**config.mk**
```make
export PLATFORM = sky130hd
export DESIGN_NAME = ascon_ti_unmask
export DESIGN_NICKNAME = d
export VERILOG_FILES = /design/src/rtl/ascon_ti_pkg.sv /design/src/rtl/ascon_ti_unmask.sv
export SDC_FILE = /design/constraint.sdc
export NUM_CORES = 2
export LEC_CHECK = 0
export CAP_MARGIN = 5
export CORE_AREA = 2 2 398 400
export DETAILED_ROUTE_END_ITERATION = 7
export DIE_AREA = 0 0 400 402
export PLACE_DENSITY_LB_ADDON = 0.15
export SETUP_SLACK_MARGIN = 0.15
export SYNTH_ARGS = -nofsm -noshare
export SYNTH_HDL_FRONTEND = slang
export SYNTH_SLANG_ARGS = --single-unit
```
**constraint.sdc**
```tcl
create_clock -name clk -period 3.01 [get_ports clk]
set_input_delay 0.602 -clock clk [delete_from_list [all_inputs] [get_ports clk]]
set_output_delay 0.602 -clock clk [all_outputs]
set_load 0.1 [all_outputs]
```
**src/rtl/ascon_ti_pkg.sv**
```systemverilog
// Shared constants and types for the three-share Ascon state unmasking block.
package ascon_ti_pkg;

    localparam int NUM_SHARES = 3;
    localparam int NUM_LANES  = 5;

    typedef enum logic [2:0] {
        ST_IDLE  = 3'd0,
        ST_FOLD  = 3'd1,
        ST_MERGE = 3'd2,
        ST_SEND  = 3'd3,
        ST_CLEAR = 3'd4
    } state_t;

    typedef logic [2:0] lane_idx_t;

    localparam lane_idx_t LAST_LANE = lane_idx_t'(NUM_LANES - 1);

endpackage

```
**src/rtl/ascon_ti_unmask.sv**
```systemverilog
// Recombines a 3-share masked Ascon state one share per cycle, then streams
// the five unmasked 64-bit lanes out over a valid/ready port, zeroizing after.
module ascon_ti_unmask
    import ascon_ti_pkg::*;
#(
    parameter int LANE_W = 64
) (
    input  logic                        clk,
    input  logic                        rst_n,
    input  logic                        clr,
    input  logic                        s_valid,
    output logic                        s_ready,
    input  logic [NUM_LANES*LANE_W-1:0] s_share0,
    input  logic [NUM_LANES*LANE_W-1:0] s_share1,
    input  logic [NUM_LANES*LANE_W-1:0] s_share2,
    output logic                        m_valid,
    input  logic                        m_ready,
    output logic [LANE_W-1:0]           m_data,
    output logic                        m_last,
    output logic [2:0]                  dbg_state
);

    localparam int STATE_W = NUM_LANES * LANE_W;

    // Handshakes: a transfer happens on a rising edge where valid && ready;
    // m_valid, m_data and m_last stay stable from assertion until that edge.

    state_t             r_state;
    logic [STATE_W-1:0] r_sh0;
    logic [STATE_W-1:0] r_sh1;
    logic [STATE_W-1:0] r_sh2;
    logic [STATE_W-1:0] r_acc;
    lane_idx_t          r_idx;
    logic [LANE_W-1:0]  w_lane;
    logic               w_send;

    assign w_send    = (r_state == ST_SEND);
    assign s_ready   = (r_state == ST_IDLE) && !clr;
    assign m_valid   = w_send;
    assign m_data    = w_send ? w_lane : '0;
    assign m_last    = w_send && (r_idx == LAST_LANE);
    assign dbg_state = r_state;

    always_comb begin
        w_lane = '0;
        for (int i = 0; i < NUM_LANES; i++) begin
            if (r_idx == lane_idx_t'(i)) begin
                w_lane = r_acc[i*LANE_W +: LANE_W];
            end
        end
    end

    // Shares are only ever folded from registers, one share per step, so no
    // path combines more than one input share combinationally.
    always_ff @(posedge clk or negedge rst_n) begin
        if (!rst_n) begin
            r_state <= ST_IDLE;
            r_sh0   <= '0;
            r_sh1   <= '0;
            r_sh2   <= '0;
            r_acc   <= '0;
            r_idx   <= '0;
        end else if (clr) begin
            r_state <= ST_IDLE;
            r_sh0   <= '0;
            r_sh1   <= '0;
            r_sh2   <= '0;
            r_acc   <= '0;
            r_idx   <= '0;
        end else begin
            case (r_state)
                ST_IDLE: begin
                    if (s_valid) begin
                        r_sh0   <= s_share0;
                        r_sh1   <= s_share1;
                        r_sh2   <= s_share2;
                        r_state <= ST_FOLD;
                    end
                end
                ST_FOLD: begin
                    r_acc   <= r_sh0 ^ r_sh1;
                    r_sh0   <= '0;
                    r_sh1   <= '0;
                    r_state <= ST_MERGE;
                end
                ST_MERGE: begin
                    r_acc   <= r_acc ^ r_sh2;
                    r_sh2   <= '0;
                    r_idx   <= '0;
                    r_state <= ST_SEND;
                end
                ST_SEND: begin
                    if (m_ready) begin
                        if (r_idx == LAST_LANE) begin
                            r_state <= ST_CLEAR;
                        end else begin
                            r_idx <= r_idx + lane_idx_t'(1);
                        end
                    end
                end
                ST_CLEAR: begin
                    r_acc   <= '0;
                    r_idx   <= '0;
                    r_state <= ST_IDLE;
                end
                default: begin
                    r_state <= ST_IDLE;
                end
            endcase
        end
    end

endmodule

```
==> impl_metrics.prom <==
# TYPE chip_impl_metric gauge
chip_impl_metric{name="grt_pass1_wl",unit="mm"} 360
chip_impl_metric{name="fin_worst_hold_slack",unit="ns"} 0.401
chip_impl_metric{name="comb_power_share",unit=""} 0.151
chip_impl_metric{name="slew_viol_final",unit=""} 0
chip_impl_metric{name="insertion_delay",unit="ns"} 0.79
chip_impl_metric{name="timing.max_slew.rel_slack",unit=""} 0.184
chip_impl_metric{name="share_of_async_settable_or_async_resettable_flops_after_synthesis",unit=""} 1.00
chip_impl_metric{name="final.setup_skew",unit="ns"} 0.0316
chip_impl_metric{name="yosysSeqAreaShare",unit=""} 0.547
chip_impl_metric{name="violation_count_after_the_first_detailed_route_iteration",unit=""} 5141
chip_impl_metric{name="crit_arrival",unit="ns"} 2.92
chip_impl_metric{name="placement.io_buffers",unit=""} 1034
chip_impl_metric{name="p_total",unit="mW"} 44.5
chip_impl_info{name="critPathSlowestCell",value="dfrtp_1"} 1
chip_impl_metric{name="die-width",unit="um"} 400
chip_impl_metric{name="synthesis.nets",unit=""} 6099
chip_impl_metric{name="synth.area.mux_share",unit=""} 0
chip_impl_metric{name="final.min_clock_period",unit="ns"} 3.52
chip_impl_metric{name="postSynthRegisterBits",unit=""} 1286
chip_impl_info{name="timing.critical_path.to_type",value="primary output"} 1
chip_impl_metric{name="htree_levels",unit=""} 4
chip_impl_metric{name="cts.path.max_buffers",unit=""} 3
chip_impl_metric{name="postSynthCellCount",unit=""} 5129
chip_impl_info{name="synth.top_cells.by_area",value="dfrtp_1 55%, a22o_1 14%, nand3b_1 4.9%, a32oi_1 4.8%, xor2_1 4.8%"} 1
chip_impl_metric{name="xor_xnor_share_of_the_synthesized_area",unit=""} 0.0477
chip_impl_info{name="rsz0062_at_grt",value="yes"} 1
chip_impl_metric{name="yosys_warnings",unit=""} 0
chip_impl_metric{name="route.detailed.drc",unit=""} 0
chip_impl_metric{name="compound_gate_portion_of_the_synthesized_area",unit=""} 0.289
chip_impl_metric{name="ir_drop",unit="mV"} 0.555
chip_impl_metric{name="placed_cells",unit=""} 7872
chip_impl_metric{name="max_freq",unit="GHz"} 0.284
chip_impl_metric{name="initial_utilization",unit=""} 0.374
chip_impl_metric{name="core-area",unit="um^2"} 157000
chip_impl_metric{name="synth_top_area_share",unit=""} 0.547
chip_impl_metric{name="max-cap-violations",unit=""} 0
chip_impl_info{name="layout_commonest_cell",value="dfrtp_1"} 1
chip_impl_metric{name="required",unit="ns"} 2.41
chip_impl_info{name="status",value="complete, but fails checks"} 1
chip_impl_metric{name="cts-buffers-inserted",unit=""} 147
chip_impl_metric{name="p_sw",unit="mW"} 12.5
chip_impl_metric{name="synth_area",unit="um^2"} 58800
chip_impl_metric{name="synth_enable_flop_cells",unit=""} 0
chip_impl_metric{name="finalSetupViolations",unit=""} 65
chip_impl_metric{name="critPathMaxFanout",unit=""} 5
chip_impl_metric{name="drt_pre_antenna_iters",unit=""} 5
chip_impl_metric{name="p_int",unit="mW"} 32.0
chip_impl_info{name="worstSetupPathType",value="reg2out"} 1
chip_impl_info{name="tritoncts",value="done"} 1
chip_impl_metric{name="post-place-ws",unit="ns"} 0.0422
chip_impl_metric{name="synth_simple_gate_area_share",unit=""} 0.0557
chip_impl_metric{name="p_leak",unit="nW"} 34.3
chip_impl_metric{name="clkSlewWorstSetupHoldPaths",unit="ns"} 0.06
chip_impl_info{name="worstPathCellList",value="ha_2 -> ha_4 -> or2_4 -> buf_6 -> a221o_1 -> a31oi_4 -> buf_12"} 1
chip_impl_metric{name="routed_wl",unit="mm"} 254
chip_impl_metric{name="die_area",unit="um^2"} 161000
chip_impl_metric{name="power-per-cell-area",unit="nW/um^2"} 562
chip_impl_metric{name="layout_worst_path_cycle_share",unit=""} 1.17
chip_impl_metric{name="fill_cells",unit=""} 13800
chip_impl_info{name="main_combinational_cell_family_by_area_after_synthesis",value="compound AO/OA/AOI/OAI gates"} 1
chip_impl_metric{name="design.final.nets",unit=""} 6954
chip_impl_info{name="yosys_most_used_dff",value="dfrtp_1"} 1
chip_impl_metric{name="share_seq_of_total_power",unit=""} 0.436
chip_impl_metric{name="final_antenna_net_count",unit=""} 0
chip_impl_metric{name="post_drt_wl_per_cell",unit="um"} 31.0
chip_impl_metric{name="overall_die_height",unit="um"} 402
chip_impl_metric{name="timing_hold_violations_final",unit=""} 0
chip_impl_metric{name="least_setup_slack_across_all_paths_after_layout",unit="ns"} -0.513
chip_impl_info{name="clockRootBuffer",value="clkbuf_16"} 1
chip_impl_info{name="layout_common_cells",value="1,283 x dfrtp_1, 963 x clkdlybuf4s50_1, 960 x a22o_1"} 1
chip_impl_metric{name="sum_of_overflow_across_all_layers_after_global_routing",unit=""} 0
chip_impl_metric{name="routabilityCongestion",unit=""} 0.903
chip_impl_info{name="launching_element_type_of_the_critical_path",value="flip-flop"} 1
chip_impl_metric{name="area_delta_synth_final",unit="%"} 34.7
chip_impl_metric{name="avgViaCountPerCell",unit=""} 6.12
chip_impl_info{name="yosys.area.top_type",value="dfrtp_1"} 1
chip_impl_metric{name="layout.core_utilization",unit=""} 0.504
chip_impl_metric{name="cts.sink_count",unit=""} 1286
chip_impl_metric{name="boundary_pins",unit=""} 1035
chip_impl_metric{name="vias_in_the_first_global_route",unit=""} 48600
chip_impl_metric{name="timing.critical_path.slowest_cell_delay",unit="ns"} 0.42
chip_impl_metric{name="yosys.area_share.adder",unit=""} 0.00106
chip_impl_metric{name="via_count",unit=""} 50200
chip_impl_metric{name="post_synth_num_cell_types",unit=""} 35
chip_impl_metric{name="post_synth.cell_area_avg",unit="um^2"} 11.5
chip_impl_metric{name="final_cell_count_no_fill",unit=""} 8193
chip_impl_metric{name="power.share.switching",unit=""} 0.282
chip_impl_metric{name="initial_antenna_violation_count",unit=""} 68
chip_impl_info{name="failed_checks",value="negative setup slack"} 1
chip_impl_metric{name="grt_max_degree",unit=""} 112
chip_impl_info{name="worstHoldPathType",value="in2reg"} 1
chip_impl_metric{name="drive_above_1_share",unit=""} 0.0955
chip_impl_metric{name="clock_power_share",unit=""} 0.413
chip_impl_metric{name="grtUsageTotal",unit=""} 0.306
chip_impl_metric{name="tightest_slew",unit="ns"} 1.22
chip_impl_metric{name="dp_hpwl",unit="mm"} 177
chip_impl_metric{name="row_count",unit=""} 146
==> layout make-up <==
cell class | count | area, um^2 | area share
sequential | 1286 | 32200 | 0.406
multi-input combinational | 2987 | 24200 | 0.306
timing repair buffer | 1238 | 14000 | 0.177
clock buffer | 225 | 4350 | 0.0549
tap | 2072 | 2590 | 0.0327
inverter | 324 | 1220 | 0.0154
clock inverter | 36 | 552 | 0.00697
antenna | 25 | 62.6 | 0.000790
==> worst max-delay path, delay by kind of cell (launching register included) <==
family	cells	cell delay, ns
AOI/OAI and AO/OA	2	0.66
adders and majority gates	2	0.39
DFF	1	0.42
and+or+nand+nor	1	0.31
buffers and inverters	2	0.37
==> power groups by stage <==
stage                     logic (mW)  registers (mW)  clock network, mW
after floorplan                 3.18            19.2                  0
after global placement          6.58            19.6                  0
after detailed placement        6.63            19.7                  0
after CTS                       6.73            19.4               18.7
after global routing            7.16            19.5               19.5
final                           6.74            19.4               18.4
==> cells in the mapped netlist, drive strengths merged, types with 5 or more instances <==
cell / instances
buf: 141
clkbuf: 395
a31oi: 64
xor2: 320
a22o: 960
a21oi: 387
dfrtp: 1286
nand3b: 384
ha: 5
a32oi: 320
nand2: 67
o21ai: 64
o31ai: 321
a221o: 64
inv: 324
==> metrics by stage <==
stage	area (um^2)	TNS [ns]
finish	79200	-27.24
global route	79200	-31.41
CTS	79000	-30.68
detailed placement	73700	0
global placement	73700	0
floorplan	59900	0
==> worst paths after layout <==
path                       cells after the start  slack, ns                startpoint                     end
setup / recovery                               7      -0.51      r_idx[0]$_DFFE_PN0P_              m_data[27]
hold reg to reg                                1       0.52     r_sh0[85]$_DFFE_PN0P_   r_sh0[85]$_DFFE_PN0P_
max in group asynchronous                      4       1.37                     rst_n  r_sh0[225]$_DFFE_PN0P_
hold / removal                                 2       0.40              s_share1[30]   r_sh1[30]$_DFFE_PN0P_
min in group asynchronous                      2       0.44                     rst_n  r_sh1[204]$_DFFE_PN0P_
setup reg to reg                               5       0.39  dbg_state[1]$_DFFE_PN0P_   r_acc[98]$_DFFE_PN0P_
==> repair_timing <==
item / 4_1_cts / 5_1_grt
resized for setup: 25 / 9
hold endpoints to repair: 72 / 0
buffers inserted: 21 / 3
endpoints found under the setup margin: 67 / 65
hold buffers: 1 / 0
gates cloned: 6 / 4
pin swaps: 22 / 12
==> cell families after synthesis <==
kind of cell / count (synthesis)
buffers and inverters: 860
DFF: 1286
adders and majority gates: 5
AOI/OAI and AO/OA: 2186
xor gates and xnor gates: 320
and+or+nand+nor: 472
==> flip-flops by register name, summed over array words and instances, names as in the netlist <==
| signal | flops |
|---|---|
| r_idx | 3 |
| r_acc | 320 |
| r_sh0 | 320 |
| r_sh2 | 320 |
| r_sh1 | 320 |
| dbg_state | 3 |
==> per-layer routing <==
metal / wire [um] / vias to the layer above / GRT usage / part of all wire
li1: - / 21300 / - / -
met1: 113000 / 25900 / 0.455 / 0.45
met2: 109000 / 2473 / 0.435 / 0.43
met3: 24200 / 362 / 0.0798 / 0.095
met4: 7370 / 42 / 0.0880 / 0.029
met5: 256 / - / 0 / 0.0010
(Power assumes the default switching activity.)
